`config.mk`:
```
export PLATFORM = sky130hd
export DESIGN_NAME = pc_sequencer
export DESIGN_NICKNAME = d
export VERILOG_FILES = /design/src/rtl/pc_sequencer.sv
export SDC_FILE = /design/constraint.sdc
export NUM_CORES = 1
export LEC_CHECK = 0
export ABC_CLOCK_PERIOD_IN_PS = 3730
export BUFFER_PORTS_ARGS = -buffer_cell sky130_fd_sc_hd__buf_2
export CAP_MARGIN = 20
export CORE_ASPECT_RATIO = 0.8
export CORE_UTILIZATION = 25
export DETAILED_ROUTE_END_ITERATION = 8
export SETUP_SLACK_MARGIN = 0.4
export SYNTH_ARGS = -nofsm -noshare
export SYNTH_HDL_FRONTEND = slang
export SYNTH_SLANG_ARGS = --single-unit
```
`constraint.sdc`:
```
create_clock -name clk -period 3.73 [get_ports clk]
set_input_delay 0.373 -clock clk [delete_from_list [all_inputs] [get_ports clk]]
set_output_delay 0.373 -clock clk [all_outputs]
set_load 0.01 [all_outputs]
```
`src/rtl/pc_sequencer.sv`:
```
// Run-control and branch-resolution controller for the program counter.
// Holds the jump-offset table and the per-run cycle/instruction counters.
module pc_sequencer #(
  parameter int unsigned D      = 12,
  parameter int unsigned LUT_AW = 4,
  parameter int unsigned CW     = 16
) (
  input  logic              clk,
  input  logic              reset,
  input  logic              start,
  input  logic              halt_instr,
  input  logic              jump_en,
  input  logic              branch_en,
  input  logic              branch_cond,
  input  logic [LUT_AW-1:0] lut_idx,
  input  logic              stall,
  input  logic              cfg_we,
  input  logic [LUT_AW-1:0] cfg_addr,
  input  logic [D-1:0]      cfg_data,
  output logic              pc_reset,
  output logic              pc_start,
  output logic              pc_hold,
  output logic              reljump_en,
  output logic [D-1:0]      offset,
  output logic              busy,
  output logic              done,
  output logic [CW-1:0]     cycle_cnt,
  output logic [CW-1:0]     instr_cnt
);

  localparam int unsigned Entries = 2 ** LUT_AW;

  typedef enum logic [1:0] {StIdle, StRun, StClr, StDone} state_t;

  state_t          state_q, state_d;
  logic [D-1:0]    lut_q [Entries];
  logic [CW-1:0]   cycle_q, instr_q;
  logic            cnt_clr, take, cfg_ok;

  assign take   = jump_en | (branch_en & branch_cond);
  assign cfg_ok = cfg_we & ((state_q == StIdle) | (state_q == StDone));
  assign offset = lut_q[lut_idx];

  assign cycle_cnt = cycle_q;
  assign instr_cnt = instr_q;

  always_comb begin
    state_d    = state_q;
    pc_reset   = 1'b0;
    pc_start   = 1'b0;
    pc_hold    = 1'b0;
    reljump_en = 1'b0;
    busy       = 1'b0;
    done       = 1'b0;
    cnt_clr    = 1'b0;
    unique case (state_q)
      StIdle: begin
        pc_reset = 1'b1;
        if (start) begin
          state_d = StRun;
          cnt_clr = 1'b1;
        end
      end
      StRun: begin
        busy     = 1'b1;
        pc_start = 1'b1;
        pc_hold  = stall;
        // Halt wins over a jump in the same cycle; a stalled halt waits.
        reljump_en = take & ~stall & ~halt_instr;
        if (halt_instr && !stall) state_d = StDone;
      end
      StClr: begin
        busy     = 1'b1;
        pc_reset = 1'b1;
        cnt_clr  = 1'b1;
        state_d  = StRun;
      end
      StDone: begin
        pc_hold = 1'b1;
        done    = 1'b1;
        if (start) begin
          state_d = StClr;
          cnt_clr = 1'b1;
        end
      end
      default: state_d = StIdle;
    endcase
  end

  always_ff @(posedge clk) begin
    if (reset) begin
      state_q <= StIdle;
    end else begin
      state_q <= state_d;
    end
  end

  always_ff @(posedge clk) begin
    if (reset) begin
      cycle_q <= '0;
      instr_q <= '0;
    end else if (cnt_clr) begin
      cycle_q <= '0;
      instr_q <= '0;
    end else if (state_q == StRun) begin
      // Counters saturate rather than wrap.
      if (cycle_q != {CW{1'b1}}) cycle_q <= cycle_q + CW'(1);
      if (!stall && instr_q != {CW{1'b1}}) instr_q <= instr_q + CW'(1);
    end
  end

  always_ff @(posedge clk) begin
    if (reset) begin
      for (int i = 0; i < Entries; i++) lut_q[i] <= '0;
    end else if (cfg_ok) begin
      lut_q[cfg_addr] <= cfg_data;
    end
  end

endmodule

```
### Word level (Yosys, flattened, before mapping)

Memory sizes are Yosys's and may differ from the RTL's.
Index checks and enable logic that the tools add are counted.

* memory bits (writable): 192
* memories: 1
* bits in registers: 34
* word-level logic and storage cells: 54
* output and inout bits: 50
* input port bits: 29

Memory list
* lut_q: words 16, width 12, rd ports 1, clocked after memory_dff 0, wr ports 16, line 36 `logic [D-1:0] lut_q [Entries];`

* reduce and logical (&&, ||, !) cells: 12
* add/subtract/negate cells: 2
* equality and inequality tests: 8
* mux-type cells: 20
* bitwise gates (word level): 8

Operators by type and width (count)
* 16-bit by 1-bit adder with 16-bit output (second input constant): 2
* 16-bit inequality test (second input constant): 2
* 1-bit two-way mux: 12
* 12-bit two-way mux: 1
* 12-bit OR reduction: 1
* 2-bit one-hot mux with 4 select lines: 1
* 2-bit OR reduction: 4
* 2-bit two-way mux: 3
* 2-bit inequality test (second input constant): 3
* 1-bit bitwise AND: 4
* 2-bit == test (second input constant): 2
* 4-bit two-way mux: 1
* 1-bit one-hot mux with 2 select lines: 2
* 2-bit AND reduction: 2
* 3-bit AND reduction: 1
* 2-bit by 1-bit == test with 1-bit output (second input constant): 1
* 1-bit logical AND: 2
* 2-bit zero test: 1
* 1-bit inverter: 2
* 1-bit bitwise OR: 2
* 1-bit zero test: 1

### Logic depth before layout (Yosys ltp)

* depth in word-level cells: 8
* gate-level depth with buffers: 8
* mapped depth without buffers: 6

### Least setup slack after synthesis

No wires, ideal clock.

* path type: register to register
* start: reg state_q[0]
* end: mem lut_q[4][0] (enable)
* stages on the path, launching flop included: 6
* setup slack: 1.064 ns
* buffers on the path: 0
* arrival time: 2.269 ns
* data required time: 3.332 ns
* setup time: 0.398 ns
* clock period less this slack: 2.666 ns
* path through: dfxtp_1 inv_1 ha_1 nor4b_1 nand2b_1 o21ai_0

RTL lines
* start: declaration: line 35 `state_t state_q, state_d;`
* start signal: assignment: line 92 `state_q <= StIdle;`
* start signal: assignment: line 94 `state_q <= state_d;`
* end: declaration: line 36

==> summary.md <==
| Metric | Value |
|---|---|
| Critical Path Fanout Max | 13 |
| Endpoints failing hold | 0 |
| Post-route insts no fill | ~1400 |
| Hold Path Origin | reset |
| Iteration-0 DRC Markers | ~550 |
| Pwr Total | ~0.006 W |
| Post-CTS Setup Bufs | 0 |
| Crit path launch type | flop |
| Setup TNS | 0 ns |
| Setup crit end kind | flop |
| Routed Antenna Nets | 0 |
| Port buffer count | a little under 80 |
| Starting Density | 25.64% |
| Final setup fails | 0 |
| CTS Buffer Depth | 3 |
| Syn Nets | between 700 and 800 |
| Number of synthesized flops with an enable pin | 192 |
| Seq/Total Area, Yosys | approximately three fifths |
| Sink Count | approximately 230 |
| Net Switching | 0.001455 W |
| Syn Inst Count | about 750 |
| Post-Syn Area per Cell | 14.08 µm² |
| Worst reg2reg path startpoint | state_q[0] |
| F_max | 366.0 MHz |
| Clock latency on the worst-skew pair | 0.55 ns |
| Hold slack final | 0.1853 ns |
| TritonCTS clock tree | built |
| Vias/cell | about 4.7 |
| Layout cell share with drive strength beyond 1 | 25.41% |
| Reg2reg setup slack | around 1.0 ns |
| Nets | 867 |
| Required time of the critical path | just under 4 ns |
| Total GRT Usage | 13.07% |
| Combinational Power Share | about 9% |
| GP Congestion | between 0.8 and 0.9 |
| Relative slew slack | around a fifth |
| Area Overhead vs Synth | 18.76% |
| Vias | approximately 6600 |
| Cts bufs inserted | 25 |
| Minimum clock period | between 2 and 3 ns |
| Post-cts resize count | 0 |
| Internal cell power | about 0.0046 W |
| Die area | roughly 43000 µm² |
| Worst Tran Pin Value | around 1.2 ns |
| Hold EP | state_q[1] |
| H-tree Lvls | 1 |
| Sw frac | 23.92% |
| Clock share of power | a little over two fifths |
| Die width | ~230 µm |
| Max IR drop VDD | 264.1 µV |
| WL final | 28080 µm |
| GRT overflow | 0 |
| Worst Hold Class | input port to flop |
| Fillers | 4102 |
| Core Footprint | 41120 µm² |
| Sequential group share of total power | 47.3% |
| Leak | 4.464 nW |
| Die H | approximately 190 µm |
| Rows | 66 |
| Hold path depth | 2 |
| Drt drc | 0 |
| Dpl cells | roughly 1300 |
| Top Ports | 79 |
| Synthesized area | 10540 µm² |
| Largest net degree at the start of global routing | slightly below 50 |
| Final worst path period share | roughly three quarters |
| HPWL after detailed placement | 18300 µm |
| Async SR Flop Fraction | 0% |
| Status | finished, final reports clean |
| DR WL/cell | 20.12 µm |
| Syn. warnings | 0 |
| Worst reg2reg path depth | 7 |
| Critical path class | flop to flop |
| RSZ-0062 raised after global routing | false |
| Number of synthesized register bits | 226 |
| Crit path DAT | approximately 2.9 ns |
| First-pass GRT wire length | approximately 42000 µm |
| Worst Skew | ~0.017 ns |
| Reg-to-Reg End | lut_q[1][3] |
| Max Transition Viols Final | 0 |
| Pre-antenna DRT Iters | 5 |
| CTS clk-pin slew, worst paths | approximately 0.06 ns |
| Root Driver | clkbuf_16 |
| Primary FF master, synth | edfxtp_1 |
| Initial antenna violation count | 3 |
| CTS Hold Bufs | 0 |
| Pwr dens | around 490 nW/µm² |
| Synth unique cells | 43 |
| Core Util, Final | 30.45% |
| Max-cap violation count | 0 |
| Vias in the first global route | ~6500 |
-- routing by layer --
| metal | vias to the layer above | track usage, % | share of wire, % |
|---|---|---|---|
| met5 | - | 0 | 0 |
| met4 | 0 | 3.579 | 2.4 |
| met3 | 42 | 3.431 | 7.0 |
| met2 | 209 | 20.11 | 45 |
| met1 | 3365 | 18.11 | 46 |
| li1 | 3004 | - | - |
-- sequential cells by signal (all words and copies together) (netlist names) --
register   cells
lut_q        192
cycle_cnt     16
instr_cnt     16
state_q        2
-- synth_stat cells, types with 2 or more instances --
library cell	n	area share (%)
or3_1	7	0.42
or2_2	5	0.30
o2111ai_1	3	0.25
ha_1	6	0.71
inv_1	7	0.25
clkbuf_1	42	1.5
o31ai_1	16	1.1
dfxtp_1	34	6.5
mux2i_1	5	0.47
and4_1	3	0.25
nand3_1	16	0.76
nand4_1	9	0.53
o21ai_0	19	0.90
nor2_1	21	0.75
nand3b_1	7	0.50
buf_1	3	0.11
and2_1	192	11
buf_2	4	0.19
mux4_2	60	13
a211oi_1	4	0.28
nor4_1	2	0.12
nand2_1	20	0.71
nor3_1	7	0.33
o41ai_1	4	0.33
or4_1	14	1.0
edfxtp_1	192	55
a21oi_1	26	1.2
nand2b_1	6	0.36
-- worst max path at each step --
stage	to	startpoint	cells after the start	slack, ns
finish	lut_q[1][3]	state_q[0]	7	1.0
global route	lut_q[2][4]	state_q[0]	7	0.75
CTS	lut_q[1][2]	state_q[0]	7	0.95
detailed placement	lut_q[1][7]	state_q[0]	7	0.96
global placement	lut_q[2][9]	state_q[0]	7	0.99
floorplan	lut_q[4][0]	state_q[0]	5	1.06
-- stage by stage --
step	worst slack [ns]	cell area, µm²
detailed placement	0.9606	11630
CTS	0.9459	12500
finish	0.9981	12520
global route	0.7504	12520
global placement	0.9927	11630
floorplan	1.064	10540
-- cells in the final DEF (no fill, tap or decap), types with 5 or more instances in the layout --
cell,n
edfxtp_1,192
clkinv_2,6
nand3b_1,7
mux2i_1,5
ha_1,6
nor2_1,21
clkinv_1,5
and2_1,192
dfxtp_1,34
buf_2,77
o21ai_1,12
nand3_1,16
o21ai_0,7
or2_2,5
inv_1,7
nor3_1,7
or3_1,7
nand4_1,9
clkbuf_16,25
o31ai_1,16
bufinv_16,5
a21oi_1,26
nand2b_1,6
buf_4,26
mux4_2,60
or4_1,14
nand2_1,20
-- final cells by class --
class / count / area [µm²] / share of cell area [%]
multi-input combinational: 466 / 3885 / 31.03
clock inverter: 19 / 240.2 / 1.918
antenna: 2 / 5.005 / 0.03997
inverter: 8 / 30.03 / 0.2398
tap: 544 / 680.7 / 5.436
clock buffer: 26 / 629.4 / 5.026
sequential: 226 / 6446 / 51.48
timing repair buffer: 105 / 605.6 / 4.836
-- power groups by stage --
stage               Sequential, W  Clock [W]  Combinational (W)
floorplan                 0.00291          0           0.000335
global placement          0.00292          0           0.000559
detailed placement        0.00293          0           0.000565
CTS                       0.00287    0.00268           0.000567
global route              0.00288    0.00277           0.000606
finish                    0.00287    0.00265           0.000560
-- cell families (layout without fill, tap and decap cells) --
kind of cell	Yosys count	count (layout)	share of synthesized area, %
mux	65	65	13.29
other cells	0	2	0
simple gates	319	319	18.32
buf+inv	57	158	2.077
fa+ha+maj	6	6	0.7120
flops	226	226	61.14
compound gates	76	76	4.462
-- critical path, stage by stage (launching register included) --
cell and delay (ns):
dfxtp_1 0.38, inv_1 0.08, ha_1 0.38, nor4bb_1 0.40
nand2b_1 0.26, nor3_1 0.21, buf_4 0.25, or2_2 0.42
Power figures use the tool's default switching activity.
